`config.mk`:
```
export PLATFORM = sky130hd
export DESIGN_NAME = bcd_tick_counter
export DESIGN_NICKNAME = d
export VERILOG_FILES = /design/src/rtl/bcd_pkg.sv /design/src/rtl/bcd_digit.sv /design/src/rtl/bcd_tick_counter.sv
export SDC_FILE = /design/constraint.sdc
export NUM_CORES = 1
export LEC_CHECK = 0
export CELL_PAD_IN_SITES_DETAIL_PLACEMENT = 0
export CELL_PAD_IN_SITES_GLOBAL_PLACEMENT = 1
export CORE_MARGIN = 5
export CORE_UTILIZATION = 34
export CTS_CLUSTER_SIZE = 40
export DETAILED_ROUTE_END_ITERATION = 10
export PLACE_DENSITY = 0.84
export RECOVER_POWER = 50
export SYNTH_ARGS = -nofsm -noshare
export SYNTH_HDL_FRONTEND = slang
export SYNTH_SLANG_ARGS = --single-unit
```
`constraint.sdc`:
```
create_clock -name clk_in -period 2.2 [get_ports clk_in]
set_input_delay 0.22 -clock clk_in [delete_from_list [all_inputs] [get_ports clk_in]]
set_output_delay 0.22 -clock clk_in [all_outputs]
set_load 0.01 [all_outputs]
```
`src/rtl/bcd_pkg.sv`:
```
// Shared BCD constants and the nibble clamp used on load.
package bcd_pkg;
   localparam int BCD_W = 4;
   localparam logic [BCD_W-1:0] BCD_MAX = 4'd9;
   localparam logic [BCD_W-1:0] BCD_MIN = 4'd0;

   function automatic logic [BCD_W-1:0] bcd_clamp(input logic [BCD_W-1:0] nib);
      return (nib > BCD_MAX) ? BCD_MAX : nib;
   endfunction
endpackage

```
`src/rtl/bcd_digit.sv`:
```
// One registered BCD digit with up/down step and a combinational carry/borrow.
module bcd_digit
   import bcd_pkg::*;
(
   input  logic             clk_in,
   input  logic             rst,
   input  logic             load,
   input  logic [BCD_W-1:0] load_digit,
   input  logic             step_in,
   input  logic             up_dn,
   output logic [BCD_W-1:0] digit,
   output logic             carry_out
);

   assign carry_out = step_in & (up_dn ? (digit == BCD_MAX) : (digit == BCD_MIN));

   always_ff @(posedge clk_in or posedge rst) begin
      if (rst) begin
         digit <= BCD_MIN;
      end else if (load) begin
         digit <= bcd_clamp(load_digit);
      end else if (step_in) begin
         if (up_dn)
            digit <= (digit == BCD_MAX) ? BCD_MIN : digit + 4'd1;
         else
            digit <= (digit == BCD_MIN) ? BCD_MAX : digit - 4'd1;
      end
   end

endmodule

```
`src/rtl/bcd_tick_counter.sv`:
```
// BCD up/down counter stepped once per rising edge of a slow clock sampled as data.
module bcd_tick_counter
   import bcd_pkg::*;
#(
   parameter int DIGITS = 4
) (
   input  logic                      clk_in,
   input  logic                      rst,
   input  logic                      slow_clk,
   input  logic                      en,
   input  logic                      up_dn,
   input  logic                      load,
   input  logic [BCD_W*DIGITS-1:0]   load_val,
   output logic [BCD_W*DIGITS-1:0]   count,
   output logic                      tick,
   output logic                      wrap
);

   logic              slow_q;
   logic              slow_rise;
   logic              step;
   logic [DIGITS:0]   carry;

   // slow_q resets high so a slow_clk already high at release is not an edge
   always_ff @(posedge clk_in or posedge rst) begin
      if (rst)
         slow_q <= 1'b1;
      else
         slow_q <= slow_clk;
   end

   assign slow_rise = slow_clk & ~slow_q;
   assign step      = slow_rise & en & ~load;
   assign carry[0]  = step;

   for (genvar i = 0; i < DIGITS; i++) begin : g_digit
      bcd_digit u_digit (
         .clk_in     (clk_in),
         .rst        (rst),
         .load       (load),
         .load_digit (load_val[i*BCD_W +: BCD_W]),
         .step_in    (carry[i]),
         .up_dn      (up_dn),
         .digit      (count[i*BCD_W +: BCD_W]),
         .carry_out  (carry[i+1])
      );
   end

   always_ff @(posedge clk_in or posedge rst) begin
      if (rst) begin
         tick <= 1'b0;
         wrap <= 1'b0;
      end else begin
         tick <= step;
         wrap <= carry[DIGITS];
      end
   end

endmodule
```
==> run summary <==
Dpl cell area - 1950 sq um
CP arrival - 2.03 ns
Crit path kind - in -> reg
DIE HEIGHT - 75.8 microns
CTS tree - yes
CP delay by family, top - buffers and inverters
Final-report max-slew violation count - 0
Most common cell on crit path - buf_4
Minimum clock period - 1.89 ns
Layout fillers - 448
Crit. End Element - flip-flop
Die X - 75.8 microns
# rows - 24
Core region area - 4260 sq um
H-tree Lvls - 1
Clk sinks - 19
Synthesis-stage register bit count - 19
Starting Density - 34.5%
Maxcap violations - 0
Final Util - 46.6%
Final setup fails - 0
Number of diodes - 0
Synth top area share - 30.6%
Power Total - 997 uW
Tightest Pin Transition - 1.12 ns
Postcts setup bufs - 0
Hold Fails Final Rpt - 0
Crit Path Max Fanout - 25
Avg Inst Size Synth - 7.66 sq um
I/O pin count - 40
Cell count after synthesis - 192
Tcrit/Tclk final - 86.1%
Critical path launch point type - input pin
Clk buf depth - 2
Pwr Density - 501 nW/um^2
Count of cell types in the netlist - 42
Reg area - 477 sq um
CTS Root Cell - clkbuf_8
Routability cong. - 0.796
Initial antenna violation count - 0
Warnings from Yosys - 0
Detailed Route WL - 3780 microns
Vias in the first global route - 1324
Footprint of the multi-input gates - 886 sq um
Total gr overflow - 0
Detail Route Antenna Nets - 0
Synth-to-Final Area Change - 35.2%
Cell type with the largest total area after synthesis - dfrtp_1
CP cell instances - clkdlybuf4s50_1, buf_4, and3_1, o21ai_0, buf_4, nor3_4, mux2i_1, o21ai_1
CTS Buf Count - 3
RSZ-0062 raised after global routing - false
Commonest non-fill, non-tap cell in the layout - clkdlybuf4s50_1
Later-pin clock latency in the skew report - 0.26 ns
Hpwl dp - 2800 microns
Area contributors post-synth - dfrtp_1 (31%), o21ai_0 (9.2%), nor2_1 (5.1%), a21oi_1 (3.7%), nand2_1 (2.6%)
Critical Path RT - 2.34 ns
DR vias/cell - 5.17
Register area share after synthesis - 32.4%
Max IR drop VDD - 0.231 mV
FFs w/ async S/R, synth - 100%
Port bufs - 39
Crit path largest cell delay - 0.49 ns
F_max - 528 MHz
Worst-path clk slew - 0.08 ns
Post-Route Setup TNS - 0 ns
Total GRT Usage - 13.7%
Relative slew slack - 25.5%
LEAKAGE - 0.000778 uW
Synthesized Nets - 214
First-pass GRT wire length - 6090 microns
Area of the die - 5740 sq um
Post-CTS sizing - 0
Design Area, Final - 1990 sq um
Post-route clock skew - 0.00495 ns
Layout cells sized above 1 - 9.01%
Drt wl/cell - 13.2 microns
Predominant post-synthesis flop cell - dfrtp_1
CTS hold repair buffers - 0
Via count - 1473
Post-synthesis cell area - 1470 sq um
Worst min-delay path class - in -> reg
Pre-Repair DR Iteration Count - 4
CP max stage cell - clkdlybuf4s50_1
Number of remaining DRC errors - 0
Most frequent cells in the layout - clkdlybuf4s50_1 (32), o21ai_0 (27), nor2_1 (20)
Status - finished, final reports clean
Initial DRC count - 82
Number of synthesized flops with an enable pin - 0
Largest net degree at the start of global routing - 35
Final net count - 256
CP bufs+invs - 3
## where the power goes
group / switching, uW / internal (uW)
clock network: 131 / 126
logic: 149 / 168
registers: 45.2 / 378
## path summary, 6_finish.rpt
kind / from / endpoint / slack, ns / depth (start not counted)
min in group asynchronous: rst / g_digit[0].u_digit.digit[0] / 0.74 / 3
setup / recovery: up_dn / g_digit[3].u_digit.digit[3] / 0.31 / 8
hold reg to reg: g_digit[3].u_digit.digit[2] / wrap / 0.65 / 1
setup reg to reg: g_digit[0].u_digit.digit[3] / g_digit[2].u_digit.digit[3] / 0.32 / 7
max in group asynchronous: rst / g_digit[1].u_digit.digit[2] / 0.79 / 3
hold / removal: slow_clk / slow_q / 0.52 / 1
## flip-flops by register name, summed over array words and instances, names as in the netlist
| name | count |
|---|---|
| wrap | 1 |
| g_digit.u_digit.digit | 16 |
| slow_q | 1 |
| tick | 1 |
## synth_stat cells (4+ instances only)
master,number
o21ai_0,27
nor2_1,20
dfrtp_1,18
a21oi_1,11
nand2_1,10
clkbuf_1,9
inv_1,7
buf_2,5
nand3_1,5
nor2b_1,5
a211oi_1,4
a31oi_1,4
and2_1,4
and3_1,4
nand3b_1,4
nor3_1,4
o21ai_1,4
o31ai_1,4
xnor2_1,4
## per-layer routing
layer	vias to the layer above	GRT usage, %	share of wire [%]
met5	-	0	0
li1	776	-	-
met2	36	22.4	45
met4	0	2.91	0.34
met1	659	18.5	49
met3	2	2.90	6.0
## cell families (layout without fill, tap and decap cells)
kind of cell              Yosys count  after routing  synth area share [%]
muxes                               3              3                  2.04
and+or+nand+nor                    70             70                  25.4
xor gates and xnor gates            6              6                  3.57
AOI/OAI and AO/OA                  71             71                  29.2
buffers and inverters              23             64                  7.32
DFF                                19             19                  32.4
## cell type report
class | count | share of cell area (%)
inverter | 7 | 1.32
sequential | 19 | 24.0
timing repair buffer | 53 | 24.5
tap | 52 | 3.27
multi-input combinational | 150 | 44.6
clock buffer | 3 | 2.08
clock inverter | 1 | 0.252
## stage by stage
| step | hold WS (ns) | setup slack (ns) | cells |
|---|---|---|---|
| 2_1_floorplan | 0.170 | 0.252 | 192 |
| 3_3_place_gp | 0.573 | 0.0527 | 281 |
| 3_5_place_dp | 0.585 | 0.0173 | 281 |
| 4_1_cts | 0.297 | 0.297 | 285 |
| 5_1_grt | 0.518 | 0.178 | 285 |
| 6_report | 0.525 | 0.306 | 285 |
Power figures use the tool's default switching activity.
